### src/rtl/wrpg.sv
// wrpg: weighted random pattern generator for BIST stimulus.
// An 8-bit Fibonacci LFSR (x^8+x^6+x^5+x^4+1) advances on each enabled edge.
// Each new state is compared with the weight cin to give a biased bit Y
// (P(Y=1) = cin/255). The last eight weighted bits are shifted into cout.
// Optional feature macro: WRPG_ZERO_GUARD_EN -- when defined, a seed load of
// 8'h00 stores 8'h01 instead so the LFSR can never lock up in the zero state.
module wrpg (
   input  logic       clk,
   input  logic       rst,
   input  logic       set,
   input  logic       en,
   input  logic [7:0] D,
   input  logic [7:0] cin,
   output logic [7:0] cout,
   output logic       Y
);

   logic [7:0] s_q, s_d;
   logic [7:0] cout_q, cout_d;
   logic       y_q, y_d;
   logic [7:0] s_step;
   logic [7:0] seed;
   logic       w;

   // LFSR step, weight compare and seed guard
   always_comb begin
      s_step = {s_q[6:0], s_q[7] ^ s_q[5] ^ s_q[4] ^ s_q[3]};
      w      = (s_step <= cin);
`ifdef WRPG_ZERO_GUARD_EN
      seed   = (D == 8'h00) ? 8'h01 : D;
`else
      seed   = D;
`endif
   end

   // Next-state selection: seed load beats advance; outputs hold on a load
   always_comb begin
      s_d    = s_q;
      cout_d = cout_q;
      y_d    = y_q;
      if (set) begin
         s_d = seed;
      end else if (en) begin
         s_d    = s_step;
         y_d    = w;
         cout_d = {cout_q[6:0], w};
      end
   end

   // State registers with synchronous active-low reset
   always_ff @(posedge clk) begin
      if (!rst) begin
         s_q    <= 8'h01;
         cout_q <= 8'h00;
         y_q    <= 1'b0;
      end else begin
         s_q    <= s_d;
         cout_q <= cout_d;
         y_q    <= y_d;
      end
   end

   assign cout = cout_q;
   assign Y    = y_q;

endmodule

### config.mk
export PLATFORM = sky130hd
export DESIGN_NAME = wrpg
export DESIGN_NICKNAME = d
export VERILOG_FILES = /design/src/rtl/wrpg.sv
export SDC_FILE = /design/constraint.sdc
export NUM_CORES = 1
export LEC_CHECK = 0
export ABC_AREA = 1
export BUFFER_PORTS_ARGS = -buffer_cell sky130_fd_sc_hd__buf_2
export CAP_MARGIN = 30
export CORE_MARGIN = 2
export CORE_UTILIZATION = 28
export CTS_CLUSTER_SIZE = 28
export DETAILED_ROUTE_END_ITERATION = 6
export GPL_TIMING_DRIVEN = 0
export PLACE_DENSITY = 0.53
export SYNTH_ARGS = -nofsm -noshare
export SYNTH_HDL_FRONTEND = slang
export SYNTH_SLANG_ARGS = --single-unit
### constraint.sdc
create_clock -name clk -period 3.1 [get_ports clk]
set_input_delay 0.465 -clock clk [delete_from_list [all_inputs] [get_ports clk]]
set_output_delay 0.465 -clock clk [all_outputs]
set_load 0.02 [all_outputs]
Word-level counts from Yosys, hierarchy flattened. Cells that the tools add are included.

Register bits: 17. Bits in latches: 0. Bits in writable memories: 0. Bits in read-only memories: 0. Bits of input ports: 20. Output and inout port bits: 9. Word-level logic and storage cells: 12. Memories kept: 0.

Add/sub/neg operators: 0. Multiply operators: 0. Div/mod/pow operators: 0. $lt $le $gt $ge: 1. Eq/ne operators: 0. Shift-type cells: 0. Mux-type cells: 2. Bitwise logic cells: 4. Reduce and logical (&&, ||, !) cells: 2.

Operators with widths (count): two-way mux 8 bit (2); <= comparator 8 bit (1); XOR 1 bit (3); AND reduction 2 bit (1); nonzero test 2 bit (1); NOT 1 bit (1).

Logic depth before layout (Yosys ltp).
Depth in word-level cells: 5. Mapped depth: 12. Gate-level depth less buffers: 12.

Worst setup path before layout. No wires, ideal clock.

Path type: reg2reg. From: reg s_q[5]. To: reg cout_q[0], in the netlist cout[0]. Library setup time: 0.118 ns. Arrival: 1.315 ns. Data required time: 2.982 ns. Setup slack: 1.667 ns. Stages on the path, launching flop included: 9. Period minus slack after synthesis: 1.433 ns. Path through: dfxtp_1 xor2_1 xnor2_1 inv_1 ha_1 nand2_1 nor2_1 a21oi_1 a21oi_2.

Cells in the longest elaborated chain, start to end: 4.

Ends and longest elaborated chain: start: declaration (RTL line 18) `logic [7:0] s_q, s_d;`; start signal: assignment (RTL line 53) `s_q <= 8'h01;`; start signal: assignment (RTL line 57) `s_q <= s_d;`; XOR 1 bit (3 in series) (RTL line 27) `s_step = {s_q[6:0], s_q[7] ^ s_q[5] ^ s_q[4] ^ s_q[3]};`; <= comparator 8 bit (*) (RTL line 28) `w = (s_step <= cin);`; end signal: assignment (RTL line 58) `cout_q <= cout_d;`; end: declaration (RTL line 19) `logic [7:0] cout_q, cout_d;`.

Mark *: on every way between the ends. The rest lies on a longest branch, timed or not. A chain may end at the register's enable or synchronous reset.

Worst setup path after layout.
From: reg s_q[4]. To: reg cout_q[0], in the netlist cout[0].

Cells in the longest elaborated chain, start to end: 3.

Ends and longest elaborated chain (RTL line): XOR 1 bit (2 in series) (27); <= comparator 8 bit (*) (28).

Marked as above.

==> flow_metrics.py <==
metrics = {
    "finish": {
        "drive_above_1_share": 0.270,
        "antenna-diode-count": 0,
        "fin_nets": 188,
        "most-common-layout-cells": "nand2_1, buf_2, inv_1",
        "layout_commonest_cell": "nand2_1",
        "final_area_mm2": 0.00116,
        "syn2layout_area_growth_pct": 24.3,
    },
    "yosys": {
        "synth_area_leader_cell": "dfxtp_1",
        "synth_top_area_frac": 0.344,
        "netlist_instances": 128,
        "postSynthNetCount": 156,
        "ys_types": 24,
        "syn_area_um2": 932,
        "ys_top_cells_by_area": "dfxtp_1, nand2_1, ha_1",
        "ys_seq_area_frac": 0.344,
        "synth_warnings": 0,
        "syn_area_per_cell_um2": 7.28,
        "ys_ff_latch": 16,
    },
    "power": {
        "power.density_mw_per_mm2": 411,
        "cellLeakagePower_nw": 0.660,
        "peakVddDrop_v": 0.000215,
    },
    "clocking": {
        "h-tree-depth": 1,
        "cts_tree": "yes",
        "insertion_delay_ns": 0.28,
        "ctsRootBufferMaster": "clkbuf_4",
        "cts-buffers-inserted": 3,
        "max-clock-path-buffers": 2,
        "ctsResizeCount": 0,
        "postCtsHoldBufs": 0,
        "clkTransAtPathRegs_ns": 0.10,
        "clock-sinks": 16,
        "cts_setup_buffers": 0,
    },
    "floorplanning": {
        "ios": 29,
        "start_util": 0.300,
        "core_mm2": 0.00310,
        "die_area_mm2": 0.00381,
        "die_x_um": 61.7,
        "fp.dieH_um": 61.7,
        "row_count": 20,
    },
    "place": {
        "dp_hpwl_um": 1600,
        "routabilityCongestion": 0.719,
        "place_area_mm2": 0.00112,
        "io_buffers": 27,
    },
    "critical_path": {
        "startpoint_type": "register",
        "critPathTopFamily": "flip-flops",
        "cp_max_fo": 4,
        "arrival_ns": 1.76,
        "cp.required_ns": 3.28,
        "cp_slowest_stage_delay_ns": 0.43,
        "endpoint_kind": "register",
        "worstSetupPathType": "register to register",
        "cp_cell_sequence": "xor2_1 -> xnor2_1 -> inv_1 -> ha_1 -> nand2_1 -> nor2_1 -> a21oi_1 -> a21oi_2",
        "cpMaxStageDelayCell": "dfxtp_1",
        "crit_buf_inv": 1,
    },
    "timing": {
        "finalHoldViolations": 0,
        "fin_crit_ns": 1.58,
        "fmax_ghz": 0.634,
        "worst_pin_slew_ns": 0.230,
        "fin_crit_sh": 0.509,
        "final.setup.tns_ns": 0,
        "relSlewSlack": 0.846,
        "maxSlewViolCount": 0,
        "rsz0062_at_grt": "no",
        "fin_skew_ns": 0.00314,
        "setup_viol": 0,
    },
    "detailed_routing": {
        "ant_nets": 0,
        "via_count": 864,
        "firstDrtPassIters": 4,
        "wl_um": 2040,
        "drc_errors": 0,
        "post_drt_via_cell_ratio": 4.26,
        "first_iter_violations": 20,
        "wl_per_cell_um": 10.0,
    },
    "run_status": {
        "run_status": "finished, final reports clean",
    },
    "grt": {
        "track_usage": 0.117,
        "antenna_found_initial": 0,
        "grt_overflow_total": 0,
        "grt_pass1_vias": 789,
        "grt_pass1_wl_um": 3280,
        "grt_max_degree": 11,
    },
    "job": {
        "maxCapViolCount": 0,
    },
    "worst_hold_path": {
        "holdCritPathClass": "primary input to register",
    },
}
## state kept, by name, indices dropped and copies added, names as in the netlist
name and count:
cout 8, s_q 8
## cells by family (layout without fill, tap and decap cells)
| kind of cell | Yosys count | count (layout) | share of synthesized area |
|---|---|---|---|
| and+or+nand+nor | 55 | 55 | 0.243 |
| DFF | 16 | 16 | 0.344 |
| AOI/OAI and AO/OA | 20 | 20 | 0.137 |
| buffers and inverters | 26 | 57 | 0.141 |
| adders and majority gates | 8 | 8 | 0.107 |
| xor gates and xnor gates | 3 | 3 | 0.0282 |
## cell type report
type / count / area (um2)
clock buffer: 4 / 36.3
inverter: 22 / 90.1
timing repair buffer: 27 / 135
multi-input combinational: 86 / 480
fill: 369 / 1940
buffer: 4 / 41.3
sequential: 16 / 320
tap: 44 / 55.1
## layer usage
layer	share of wire	GRT usage	routed length, um
met1	0.47	0.150	959
met5	0	0	0
met3	0.041	0.0207	84
met2	0.48	0.191	979
met4	0.0074	0.0547	15
## worst register-to-register path, cell delays in order, from the launching register on
cell and delay, ns:
dfxtp_1 0.43, xor2_1 0.19, xnor2_1 0.17, inv_1 0.07
ha_1 0.27, nand2_1 0.06, nor2_1 0.05, a21oi_1 0.18
a21oi_2 0.08
## per-stage QoR
stage | hold WS [ns] | setup WS, ns | total power, mW | cells | utilization
floorplan | 0.475 | 1.67 | 0.309 | 128 | -
finish | 0.411 | 1.52 | 0.476 | 203 | 0.373
global route | 0.439 | 1.39 | 0.510 | 203 | 0.373
detailed placement | 0.477 | 1.52 | 0.346 | 199 | 0.362
global placement | 0.463 | 1.53 | 0.342 | 199 | 0.362
CTS | 0.408 | 1.50 | 0.484 | 203 | 0.373
## path summary, 6_finish.rpt
kind         slack, ns            startpoint              endpoint  depth (start not counted)
max               1.52   s_q[4]$_SDFFE_PN0P_  cout[0]$_SDFFE_PN0P_                          8
min               0.41                  D[0]   s_q[0]$_SDFFE_PN1P_                          3
max reg2reg       1.52   s_q[4]$_SDFFE_PN0P_  cout[0]$_SDFFE_PN0P_                          8
min reg2reg       0.50  cout[7]$_SDFFE_PN0P_  cout[7]$_SDFFE_PN0P_                          2
## synth_stat cells
master    number
nand2_4        1
inv_4          1
inv_1         20
a21oi_2        1
a21o_1         1
buf_8          1
xnor2_1        2
dfxtp_1       16
nand2_2        1
o21ai_2        1
a22oi_1        4
a21oi_1        3
ha_1           8
nand3_1        2
xor2_1         1
nor2_4         1
nor2_1        18
buf_4          2
a221oi_1       1
a31o_2         1
buf_6          1
inv_6          1
o21ai_0        8
nand2_1       32
## where the power goes
part	internal, mW	total [mW]	switching [mW]
clock network	0.0714	0.137	0.0656
registers	0.219	0.230	0.0111
logic	0.0478	0.109	0.0614
total	0.338	0.476	0.138
Power figures use the tool's default switching activity.
